`src/rtl/circ_buf_ctrl.sv`:
```
// rtl/circ_buf_ctrl.sv - occupancy/handshake controller for a COLUMNS-deep circular buffer
// Define CIRC_BUF_ERR_FLAG_EN to add the err_sticky refused-request flag.
module circ_buf_ctrl #(
   parameter int  COLUMNS   = 32,
   parameter int  PAR_WRITE = 4,
   parameter int  PAR_READ  = 1,
   localparam int CW        = $clog2(COLUMNS)
) (
   input  logic          clk,
   input  logic          rst,
   input  logic          wr_req,
   output logic          wr_ready,
   input  logic [CW-1:0] write_ptr,
   output logic          wen,
   output logic          updateWP,
   output logic [CW-1:0] wr_addr,
   input  logic          rd_req,
   output logic          rd_valid,
   output logic          ren,
   output logic [CW-1:0] rd_addr,
   input  logic          flush,
   output logic [CW:0]   count,
   output logic          full,
   output logic          empty
`ifdef CIRC_BUF_ERR_FLAG_EN
   ,
   output logic          err_sticky
`endif
);

   localparam logic [CW+1:0] C_COLS   = (CW+2)'(COLUMNS);
   localparam logic [CW+1:0] C_PW     = (CW+2)'(PAR_WRITE);
   localparam logic [CW+1:0] C_PR     = (CW+2)'(PAR_READ);
   localparam logic [CW:0]   C_COLS_P = (CW+1)'(COLUMNS);
   localparam logic [CW:0]   C_PR_P   = (CW+1)'(PAR_READ);

   logic [CW-1:0] r_read_ptr;
   logic [CW:0]   r_count;

   logic [CW+1:0] w_count_ext;
   logic [CW+1:0] w_count_nxt;
   logic [CW:0]   w_rp_sum;
   logic [CW-1:0] w_rp_nxt;
   logic          w_block;
   logic          w_wr_ready;
   logic          w_rd_valid;
   logic          w_wen;
   logic          w_ren;

   // Handshake flags look only at the registered count, so a read never
   // sees entries written this cycle and a write never sees space freed.
   assign w_count_ext = {1'b0, r_count};
   assign w_block     = rst | flush;
   assign w_wr_ready  = (C_COLS - w_count_ext) >= C_PW;
   assign w_rd_valid  = w_count_ext >= C_PR;
   assign w_wen       = wr_req & w_wr_ready & ~w_block;
   assign w_ren       = rd_req & w_rd_valid & ~w_block;

   always_comb begin
      w_count_nxt = w_count_ext;
      if (w_wen)
         w_count_nxt = w_count_nxt + C_PW;
      if (w_ren)
         w_count_nxt = w_count_nxt - C_PR;
   end

   assign w_rp_sum = {1'b0, r_read_ptr} + C_PR_P;
   assign w_rp_nxt = (w_rp_sum >= C_COLS_P) ? CW'(w_rp_sum - C_COLS_P) : w_rp_sum[CW-1:0];

   always_ff @(posedge clk) begin
      if (rst) begin
         r_read_ptr <= '0;
         r_count    <= '0;
      end else if (flush) begin
         r_read_ptr <= write_ptr;
         r_count    <= '0;
      end else begin
         r_count <= w_count_nxt[CW:0];
         if (w_ren)
            r_read_ptr <= w_rp_nxt;
      end
   end

   a_count_range: assert property (@(posedge clk) disable iff (rst) w_count_nxt <= C_COLS);

   assign wr_ready = w_wr_ready;
   assign rd_valid = w_rd_valid;
   assign wen      = w_wen;
   assign updateWP = w_wen;
   assign ren      = w_ren;
   assign wr_addr  = write_ptr;
   assign rd_addr  = r_read_ptr;
   assign count    = r_count;
   assign full     = (r_count == C_COLS_P);
   assign empty    = (r_count == '0);

`ifdef CIRC_BUF_ERR_FLAG_EN
   logic r_err;

   always_ff @(posedge clk) begin
      if (w_block)
         r_err <= 1'b0;
      else if ((wr_req & ~w_wr_ready) | (rd_req & ~w_rd_valid))
         r_err <= 1'b1;
   end

   assign err_sticky = r_err;
`endif

endmodule

```
`config.mk`:
```
export PLATFORM = sky130hd
export DESIGN_NAME = circ_buf_ctrl
export DESIGN_NICKNAME = d
export VERILOG_FILES = /design/src/rtl/circ_buf_ctrl.sv
export SDC_FILE = /design/constraint.sdc
export NUM_CORES = 1
export LEC_CHECK = 0
export BUFFER_PORTS_ARGS = -buffer_cell sky130_fd_sc_hd__buf_2
export CAP_MARGIN = 20
export CORE_MARGIN = 1.5
export CORE_UTILIZATION = 30
export DETAILED_ROUTE_END_ITERATION = 8
export GPL_ROUTABILITY_DRIVEN = 0
export GPL_TIMING_DRIVEN = 0
export HOLD_SLACK_MARGIN = 0.08
export SYNTH_ARGS = -nofsm -noshare
export SYNTH_HDL_FRONTEND = slang
export SYNTH_SLANG_ARGS = --single-unit
```
`constraint.sdc`:
```
create_clock -name clk -period 4.6 [get_ports clk]
set_input_delay 0.46 -clock clk [delete_from_list [all_inputs] [get_ports clk]]
set_output_delay 0.46 -clock clk [all_outputs]
set_load 0.02 [all_outputs]
```
==> metrics.md <==
| Metric | Value |
|---|---|
| Min-delay src | write_ptr[0] |
| Total Routing Usage GR | 0.141 |
| Starting DRT DRC Count | 15 |
| Mux cell area share after synthesis | 0.0110 |
| Setup_tns | 0 ps |
| Die height | 58.2 um |
| PortBufs | 31 |
| Via density | 5.08 |
| Compound-cell area share of the yosys netlist | 0.190 |
| Leading area contributor after synthesis | dfxtp_1 |
| # nets final | ~170 |
| Adder-Cell Fraction of Synth Area | 0.0822 |
| Sink of the worst hold path | rd_addr[0] |
| Setup violators final | 0 |
| Synth Area in XOR/XNOR | 0.0959 |
| Synth Flop Type | dfxtp_1 |
| Slew Limit Fails | 0 |
| I/O pin count | 33 |
| Post-Syn Area | around 910 um^2 |
| Filler cell count | approximately 300 |
| DIE WIDTH | between 50 and 60 um |
| Design area | ~0.0011 mm^2 |
| Row count | 19 |
| Via count | roughly 910 |
| Status | complete, no violations |
| Worst setup EP type | output pin |
| Critical Path Source | count[2] |
| DRC violations left | 0 |
| First-pass GRT wire length | 3660 um |
| Syn Inst Count | roughly 110 |
| Pre-antenna DRT Iters | 4 |
| PD cells | roughly 230 mW/mm^2 |
| Synth top area share | 0.241 |
| Sequential fraction of the synthesis area | 0.241 |
| VDD IR max | 0.0971 mV |
| Largest net degree at the start of global routing | 11 |
| CP max FO | 10 |
| EDFF count, synth | 0 |
| Critical path class | flop to output pin |
| Synth warn | 0 |
| CTS tree | done |
| Hold-fix buffers, CTS | 0 |
| CTS resizes | 0 |
| Worst min-delay path class | primary input to flop |
| Synthesized net count | between 100 and 150 |
| Post-CTS Setup Bufs | 0 |
| Starting Density | 0.323 |
| Detailed placement HPWL | 1730 um |
| ANT nets after route | 0 |
| R2r setup slk | 2300 ps |
| Combinational family with the most area after synthesis | simple AND/OR/NAND/NOR gates |
| Minimum clock period | ~2900 ps |
| Number of buffers created by CTS | 3 |
| Final hold violations | 0 |
| R2R depth | 11 |
| Reg2reg start | count[2] |
| Register clock-pin slew on the reported worst setup and hold paths | approximately 80 ps |
| Initial antenna violation count | 0 |
| Fin crit share | 0.624 |
| Top post-synthesis cells by area | dfxtp_1 (24%), ha_1 (8.2%), buf_4 (5.8%) |
| Vias in the first global route | ~840 |
| Simple-Gate Fraction of Synth Area | 0.267 |
| Dpl cells | about 180 |
| Worst Tran Pin Value | approximately 480 ps |
| Worst r2r dst | rd_addr[4] |
| Clock skew | between 5 and 6 ps |
| Leakage | 0.553 nW |
| Arr. time, crit path | approximately 2400 ps |
| Core footprint | 0.00283 mm^2 |
| Clock root cell | clkbuf_4 |
| Placed Area | between 0.001 and 0.0015 mm^2 |
| Finished Layout Cells | 180 |
| Yosys reg bits | 11 |
| Synth cell types | 39 |
| Layout cells sized above 1 | 0.315 |
| Grt ovf | 0 |
| WL per Instance | between 10 and 15 um |
| Area of the multi-input gates | 591 um^2 |
| Syn_area_per_cell | roughly 8.0 um^2 |
| Clock Tree Buf Depth | 2 |
| Async set-reset flop share out of synthesis | 0 |
| Startpoint Class | flop |
| Clk Latency, worst-skew pair | about 290 ps |
| Antenna cells | 0 |
| DIE AREA | about 0.0034 mm^2 |
| Worst Hold Depth | 3 |
| Routed WL | ~2200 um |
| Achievable Freq | 0.349 GHz |
| Critical Path RT | around 4100 ps |
| Max-cap viol count | 0 |
| Synthesis-to-finish area growth | 24.1% |
| Slew headroom | 0.676 |
| H-tree depth | 1 |
| RSZ-0062 raised after global routing | false |
| Reg area | 220 um^2 |
| Sink Count | 11 |
-- per-layer routing --
metal | vias up | track usage | wire length, um
li1 | 473 | - | -
met1 | 408 | 0.169 | 1030
met2 | 28 | 0.237 | 963
met3 | 5 | 0.0379 | 126
met4 | 0 | 0.0598 | 42
met5 | - | 0 | 0
-- area by class of cell --
| type | instances | area share |
|---|---|---|
| plain buffers | 9 | 0.0541 |
| clock buffers | 4 | 0.0232 |
| inverters | 11 | 0.0364 |
| multi-input cells | 83 | 0.521 |
| flip-flops and latches | 11 | 0.194 |
| well taps | 31 | 0.0342 |
| repair buffers | 31 | 0.137 |
-- worst max-delay path, cell delays in order, from the launching register on --
cell,delay (ps)
dfxtp_1,350
buf_4,180
inv_1,110
ha_1,260
xor2_1,160
a31oi_1,290
a221oi_4,90
nor2_1,360
buf_4,170
buf_2,150
-- report_power, final --
group	leakage, nW	internal [mW]	switching [mW]
clock network	0.0150	0.0338	0.0379
logic	0.448	0.0344	0.0508
registers	0.0899	0.0995	0.00474
total	0.553	0.168	0.0935
-- metrics by stage --
stage	worst slack (ps)	power, mW	hold WS (ps)	util
CTS	1710	0.264	427	0.401
detailed placement	2020	0.192	535	0.391
floorplan	1950	0.167	582	-
global route	1570	0.275	451	0.401
global placement	2080	0.191	511	0.391
finish	1730	0.261	426	0.401
-- cells in the final DEF, fill, tap and decap left out, drive strengths merged, types with 2 or more instances in the layout --
cell type,n
xor2,5
clkbuf,5
nor4,2
o21a,2
xnor2,5
nor3,5
a211oi,3
nand2,11
o211ai,2
nand3,3
inv,11
buf,39
nor2,9
a21oi,3
dfxtp,11
nand4,4
a31oi,2
nand2b,2
ha,6
o311ai,2
-- state kept, by name (all words and copies together), names as in the netlist --
register and flops:
rd_addr 5, count 6
-- synth_stat cells (2+ instances only) --
cell / count
a21oi_1: 3
xnor2_1: 5
buf_4: 7
nand3_1: 3
inv_1: 11
nor2_1: 9
o21a_1: 2
o211ai_1: 2
nand4_1: 4
a31oi_1: 2
nand2_1: 11
ha_1: 6
a211oi_1: 3
o311ai_0: 2
nor4_1: 2
nor3_1: 5
xor2_1: 5
dfxtp_1: 11
-- cell families after synthesis --
kind of cell,Yosys count
buffers and inverters,20
and+or+nand+nor,45
AOI/OAI and AO/OA,21
xor gates and xnor gates,10
muxes,1
DFF,11
adders and majority gates,6
-- worst max-delay path by stage --
stage                      to  slack [ps]
after global routing      wen        1570
after CTS                 wen        1710
final                     wen        1730
after floorplan           wen        1950
after global placement    wen        2080
after detailed placement  wen        2020
(Power assumes the default switching activity.)
